$ cat src/rtl/fetch_queue.sv
// Instruction-fetch stage with a prefetch FIFO: sequences the PC, reads a
// synchronous instruction memory and hands {pc, instruction} pairs to decode.
`timescale 1ns/1ps

module fetch_queue #(
    parameter int unsigned          ADDR_W      = 18,
    parameter int unsigned          INSTR_W     = 18,
    parameter int unsigned          PC_STEP     = 4,
    parameter int unsigned          LINK_OFFSET = 8,
    parameter int unsigned          DEPTH       = 4,
    parameter logic [ADDR_W-1:0]    RESET_PC    = '0
) (
    input  logic                       clk,
    input  logic                       reset,
    input  logic                       pc_src,
    input  logic [ADDR_W-1:0]          wb,
    output logic                       imem_req,
    output logic [ADDR_W-1:0]          imem_addr,
    input  logic [INSTR_W-1:0]         imem_rdata,
    input  logic                       out_ready,
    output logic                       out_valid,
    output logic [INSTR_W-1:0]         instruction,
    output logic [ADDR_W-1:0]          pc_out,
    output logic [ADDR_W-1:0]          pc_8,
    output logic [$clog2(DEPTH):0]     count
);

    localparam int unsigned PTR_W = $clog2(DEPTH);
    localparam int unsigned CNT_W = PTR_W + 1;

    logic [ADDR_W-1:0]  r_fetch_pc;
    logic [ADDR_W-1:0]  r_inflight_pc;
    logic               r_inflight;
    logic [PTR_W-1:0]   r_wptr;
    logic [PTR_W-1:0]   r_rptr;
    logic [CNT_W-1:0]   r_count;
    logic [ADDR_W-1:0]  r_pc_mem    [DEPTH];
    logic [INSTR_W-1:0] r_instr_mem [DEPTH];

    logic [CNT_W:0]     w_reserved;
    logic               w_valid;
    logic               w_issue;
    logic               w_push;
    logic               w_pop;

    // The in-flight read holds a slot, so a returning response can never overflow.
    assign w_reserved = {1'b0, r_count} + {{CNT_W{1'b0}}, r_inflight};
    assign w_valid    = (r_count != '0);
    assign w_issue    = reset & ~pc_src & (w_reserved < (CNT_W+1)'(DEPTH));
    assign w_push     = r_inflight & ~pc_src;
    assign w_pop      = w_valid & out_ready & ~pc_src;

    assign imem_req   = w_issue;
    assign imem_addr  = r_fetch_pc;
    assign out_valid  = w_valid;
    assign count      = r_count;

    always_ff @(posedge clk) begin
        if (!reset) begin
            r_fetch_pc    <= RESET_PC;
            r_inflight    <= 1'b0;
            r_inflight_pc <= '0;
            r_wptr        <= '0;
            r_rptr        <= '0;
            r_count       <= '0;
        end else if (pc_src) begin
            r_fetch_pc    <= wb;
            r_inflight    <= 1'b0;
            r_wptr        <= '0;
            r_rptr        <= '0;
            r_count       <= '0;
        end else begin
            r_inflight <= w_issue;
            if (w_issue) begin
                r_inflight_pc <= r_fetch_pc;
                r_fetch_pc    <= r_fetch_pc + ADDR_W'(PC_STEP);
            end
            if (w_push) begin
                r_wptr <= r_wptr + PTR_W'(1);
            end
            if (w_pop) begin
                r_rptr <= r_rptr + PTR_W'(1);
            end
            case ({w_push, w_pop})
                2'b10:   r_count <= r_count + CNT_W'(1);
                2'b01:   r_count <= r_count - CNT_W'(1);
                default: r_count <= r_count;
            endcase
        end
    end

    always_ff @(posedge clk) begin
        if (reset && w_push) begin
            r_pc_mem[r_wptr]    <= r_inflight_pc;
            r_instr_mem[r_wptr] <= imem_rdata;
        end
    end

    always_comb begin
        instruction = '0;
        pc_out      = '0;
        pc_8        = '0;
        if (w_valid) begin
            instruction = r_instr_mem[r_rptr];
            pc_out      = r_pc_mem[r_rptr];
            pc_8        = r_pc_mem[r_rptr] + ADDR_W'(LINK_OFFSET);
        end
    end

endmodule

$ cat config.mk
export PLATFORM = sky130hd
export DESIGN_NAME = fetch_queue
export DESIGN_NICKNAME = d
export VERILOG_FILES = /design/src/rtl/fetch_queue.sv
export SDC_FILE = /design/constraint.sdc
export NUM_CORES = 1
export LEC_CHECK = 0
export ABC_CLOCK_PERIOD_IN_PS = 2700
export BUFFER_PORTS_ARGS = -buffer_cell sky130_fd_sc_hd__buf_4
export CAP_MARGIN = 0
export CORE_UTILIZATION = 50
export CTS_CLUSTER_DIAMETER = 50
export CTS_CLUSTER_SIZE = 10
export DETAILED_ROUTE_END_ITERATION = 8
export PLACE_DENSITY = 0.79
export SKIP_LAST_GASP = 1
export SYNTH_ARGS = -nofsm -noshare
export SYNTH_HDL_FRONTEND = slang
export SYNTH_SLANG_ARGS = --single-unit
$ cat constraint.sdc
create_clock -name clk -period 2.7 [get_ports clk]
set_clock_uncertainty 0.05 [all_clocks]
set_input_delay 0.405 -clock clk [delete_from_list [all_inputs] [get_ports clk]]
set_output_delay 0.405 -clock clk [all_outputs]
set_load 0.005 [all_outputs]
### After elaboration in Yosys (flattened, before gate mapping)

Memory sizes are Yosys's and may differ from the RTL's. A register that Yosys moved wholly into a read port is not among the register bits.
Index checks and enable logic that the tools add are counted.

* register bits after elaboration: 44
* memory bits (writable): 144
* bits of input ports: 40
* logic and storage cells: 43
* memories: 2

Memory list
* r_instr_mem: words 4, bits a word 18, read ports 1, clocked after Yosys merged registers in 1, wr ports 1, RTL line 38 `logic [INSTR_W-1:0] r_instr_mem [DEPTH];`
* r_pc_mem: words 4, bits a word 18, read ports 1, clocked after Yosys merged registers in 1, wr ports 1, RTL line 37 `logic [ADDR_W-1:0] r_pc_mem [DEPTH];`

* $add $sub $neg: 7
* $lt $le $gt $ge: 1
* equal/unequal tests: 2
* muxes and demuxes: 12
* bitwise logic cells: 7
* reduce and logical (&&, ||, !) cells: 6

Operator list (count)
* $mux 18: 5
* $add 18x3->18 const B: 1
* $add 18x4->18 const B: 1
* $mux 2: 4
* $pmux 3 s2: 1
* $and 1x1->1: 5
* $add 2x1->2 const B: 2
* $add 3x1->4: 1
* $lt 4x3->1 const B: 1
* $reduce_bool 2->1: 2
* $add 3x1->3 const B: 1
* $reduce_bool 3->1: 1
* $sub 3x1->3 const B: 1
* $eq 2x1->1 const B: 1
* $eq 2x2->1 const B: 1
* $mux 1: 2
* $not 1->1: 2
* $reduce_and 2->1: 1
* $reduce_or 2->1: 1
* $logic_and 1x1->1: 1

### Logic depth before layout (Yosys ltp)

* word-level depth: 5
* gate-level depth with buffers: 9
* mapped depth without buffers: 8

### Least setup slack after synthesis

Ideal clock, no wire load.

* path type: register to output
* from: register (tool-made name)
* to: output pc_8[13]
* data arrival time: 1.853 ns
* data required time: 2.245 ns
* setup slack: 0.392 ns
* stages on the path, launching flop included: 9
* path through: dfxtp_1 buf_6 buf_12 mux4_2 ha_1 nand4_1 nor3_1 xnor2_1 nor2_1

RTL lines
* end: declaration: RTL line 24 `output logic [ADDR_W-1:0] pc_8,`

==> results.cfg <==
[place]
port_buffers = 116
dpl.hpwl_mm = 10.9
gp_congestion = 0.846

[sta]
finalHoldViolations = 0
period_needed_ns = 2.84
post-route-period-util = 1.05
final.setup.worst_slack_ns = -0.140
grt_setup_unrepaired = true
setup_tns_ns = -1.14
slew_headroom = 0.628
worst_pin_slew_ns = 0.558
max_freq_mhz = 352
setup_viol = 12
finalMaxSlewViolations = 0

[layout]
nNetsFinal = 731
drive_above_1_share = 0.352
area_growth_pct = 24.4
final_cell_mix = buf_4 (145), edfxtp_1 (144), nand2_1 (59)
fin_util = 0.643
nFillCells = 1105
num_antenna_cells = 0
mostFrequentLayoutCell = buf_4

[clock_tree]
cts_made_buffers = 17
cts_buffer_depth = 2
clkTransAtPathRegs_ns = 0.07
clock-root-buffer = clkbuf_16
clock-sinks = 190
cts_tree = done
ctsHtreeMaxLevel = 4
clkLatencyLatePin_ns = 0.43
postCtsHoldBufs = 0

[yosys]
synth_cell_types = 47
synthSimpleGateAreaFrac = 0.117
syn-mean-instance-area_um2 = 14.6
syn_area_mm2 = 0.00791
yosysSeqAreaShare = 0.663
syn_nets = 590
synth_enable_flop_cells = 144
yosysWarnings = 0
synthArstFlopShare = 0
synth_top_flop_cell = edfxtp_1
netlist_instances = 542
synth_top_family_by_area = multiplexers
synthMuxAreaShare = 0.120
synthXorXnorAreaFrac = 0.0188
synth_compound_area_frac = 0.0384
synthAdderAreaFrac = 0.0136
ys_seq_elements = 190

[critical_path]
crit_required_ns = 2.25
critPathLaunchType = flop
crit_chain = buf_8, mux4_2, buf_4, buf_6, nand3_4, xor2_2, nor2_1, buf_4
slowest_stage = mux4_2
crit_top_cell = buf_4
critical_path_arrival_ns = 2.38
path_max_fanout = 8
path_class = reg -> out
cp-end-kind = primary output
max_stage_delay_ns = 0.57

[die]
core_area_mm2 = 0.0153
die_area_mm2 = 0.0163
fp-row-count = 45
die_w_um = 128
io_pins = 117
start_util = 0.517
die_y_um = 128

[global_routing]
grt_pass1_vias = 4919
grt.total_usage = 0.216
grt_start_max_net_pins = 53
grt.overflow.total = 0
grt_pass1_wl_mm = 25.8
grt_antenna_before_repair = 0

[power]
intPower_mw = 4.49
powerDensity_mw_per_mm2 = 582
combPwrFrac = 0.041
peakVddDrop_mv = 0.609
pwr-share-seq = 0.559
p_sw_mw = 1.23
p_leak_nw = 3.56
clockPowerShare = 0.399
switching_share = 0.215
total_power_mw = 5.73

[detailed_routing]
highest_layer = met4
detail-route-antenna-nets = 0
met3WireLength_mm = 1.33
drc_errors = 0
dr.pass1.iters = 5
drt_iter0_drc = 457
route.met2.wl_mm = 8.80
wire_per_inst_um = 18.9
wl_met1_mm = 6.79
vias_per_cell = 5.57
finalWirelength_mm = 17.2
num_vias = 5053

[min_path]
hp-class = in -> reg

[run_status]
violations = setup timing
outcome = finished with violations

[run]
maxCapViolCount = 0
==> sequential cells by signal (all words and copies together), names as in the netlist, named ones only <==
signal,flops
r_instr_mem,72
r_pc_mem,72
imem_addr,18
r_inflight_pc,18
count,3
r_rptr,2
r_wptr,2
r_inflight,1
==> logic make-up after synthesis <==
logic type / Yosys count
DFF: 190
and+or+nand+nor: 179
AOI/OAI and AO/OA: 56
buffers and inverters: 46
muxes: 46
xor gates and xnor gates: 17
adders and majority gates: 8
==> cell type report <==
class,count,area (um^2),share of cell area
Sequential cell,190,5250,0.534
Multi-Input combinational cell,306,2530,0.257
Timing Repair Buffer,153,1200,0.122
Clock buffer,21,450,0.0458
Tap cell,211,264,0.0268
Clock inverter,11,87.6,0.00890
Inverter,15,56.3,0.00572
==> power groups by stage <==
stage,clock network (mW),logic (mW),registers (mW)
after global routing,2.42,0.260,3.21
after detailed placement,0,0.232,3.27
final,2.29,0.237,3.20
after floorplan,0,0.112,3.25
after global placement,0,0.224,3.26
after CTS,2.31,0.235,3.20
==> cells in the mapped netlist (2+ instances only) <==
cell | instances | share of area
buf_6 | 3 | 0.0043
edfxtp_1 | 144 | 0.55
o21ai_0 | 9 | 0.0057
dfxtp_1 | 46 | 0.12
nor2b_1 | 34 | 0.027
a21oi_1 | 39 | 0.025
buf_4 | 4 | 0.0038
ha_1 | 7 | 0.011
xor2_1 | 6 | 0.0066
nor4_2 | 5 | 0.0079
nor3b_1 | 2 | 0.0019
and2_1 | 2 | 0.0016
nand3_1 | 9 | 0.0057
mux2i_1 | 3 | 0.0038
buf_2 | 6 | 0.0038
a32oi_1 | 2 | 0.0022
xnor2_1 | 11 | 0.012
clkbuf_1 | 13 | 0.0062
mux4_2 | 28 | 0.080
inv_1 | 13 | 0.0062
nor3_1 | 8 | 0.0051
mux2_1 | 6 | 0.0085
and3_1 | 6 | 0.0047
nand2_1 | 60 | 0.028
mux4_1 | 8 | 0.027
nand4_1 | 11 | 0.0087
or3_1 | 3 | 0.0024
nor2_1 | 33 | 0.016
buf_1 | 3 | 0.0014
==> worst paths after layout <==
kind / from / end / slack, ns / cells past startpoint
worst max-delay path: flop / pc_8[7] / -0.14 / 8
worst min-delay path: imem_rdata[8] / r_instr_mem[2][8]$_DFFE_PP_ / 0.12 / 1
worst max register to register: count[0]$_SDFFE_PP0P_ / count[2]$_SDFFE_PP0P_ / 0.33 / 8
worst min register to register: r_inflight_pc[17]$_SDFFE_PN0P_ / r_inflight_pc[17]$_SDFFE_PN0P_ / 0.46 / 2
==> what timing repair did <==
action	in CTS	in global routing
pin swaps	7	8
buffers inserted	7	11
endpoints found under the setup margin	18	19
hold endpoints to repair	0	0
gates resized for setup	25	11
==> routing by layer <==
layer | global-route usage | vias up
li1 | - | 2291
met1 | 0.267 | 2465
met2 | 0.367 | 274
met3 | 0.0572 | 23
met4 | 0.0754 | 0
met5 | 0 | -
==> worst max-delay path, delay by kind of cell, from the launching register on <==
| family | cells | cell delay (ns) |
|---|---|---|
| multiplexers | 1 | 0.57 |
| flip-flops | 1 | 0.45 |
| XOR/XNOR | 1 | 0.17 |
| buffers and inverters | 4 | 0.61 |
| AND/OR/NAND/NOR | 2 | 0.15 |
==> through the flow <==
stage,cells,instance area [um^2],hold WS [ns],setup slack (ns)
2_1_floorplan,542,7910,0.410,0.392
3_3_place_gp,858,9060,0.423,0.146
3_5_place_dp,858,9060,0.449,0.0886
4_1_cts,896,9690,0.101,-0.0963
5_1_grt,907,9840,0.103,-0.223
6_report,907,9840,0.119,-0.140
Note: power is estimated with default switching activity, not from simulation.
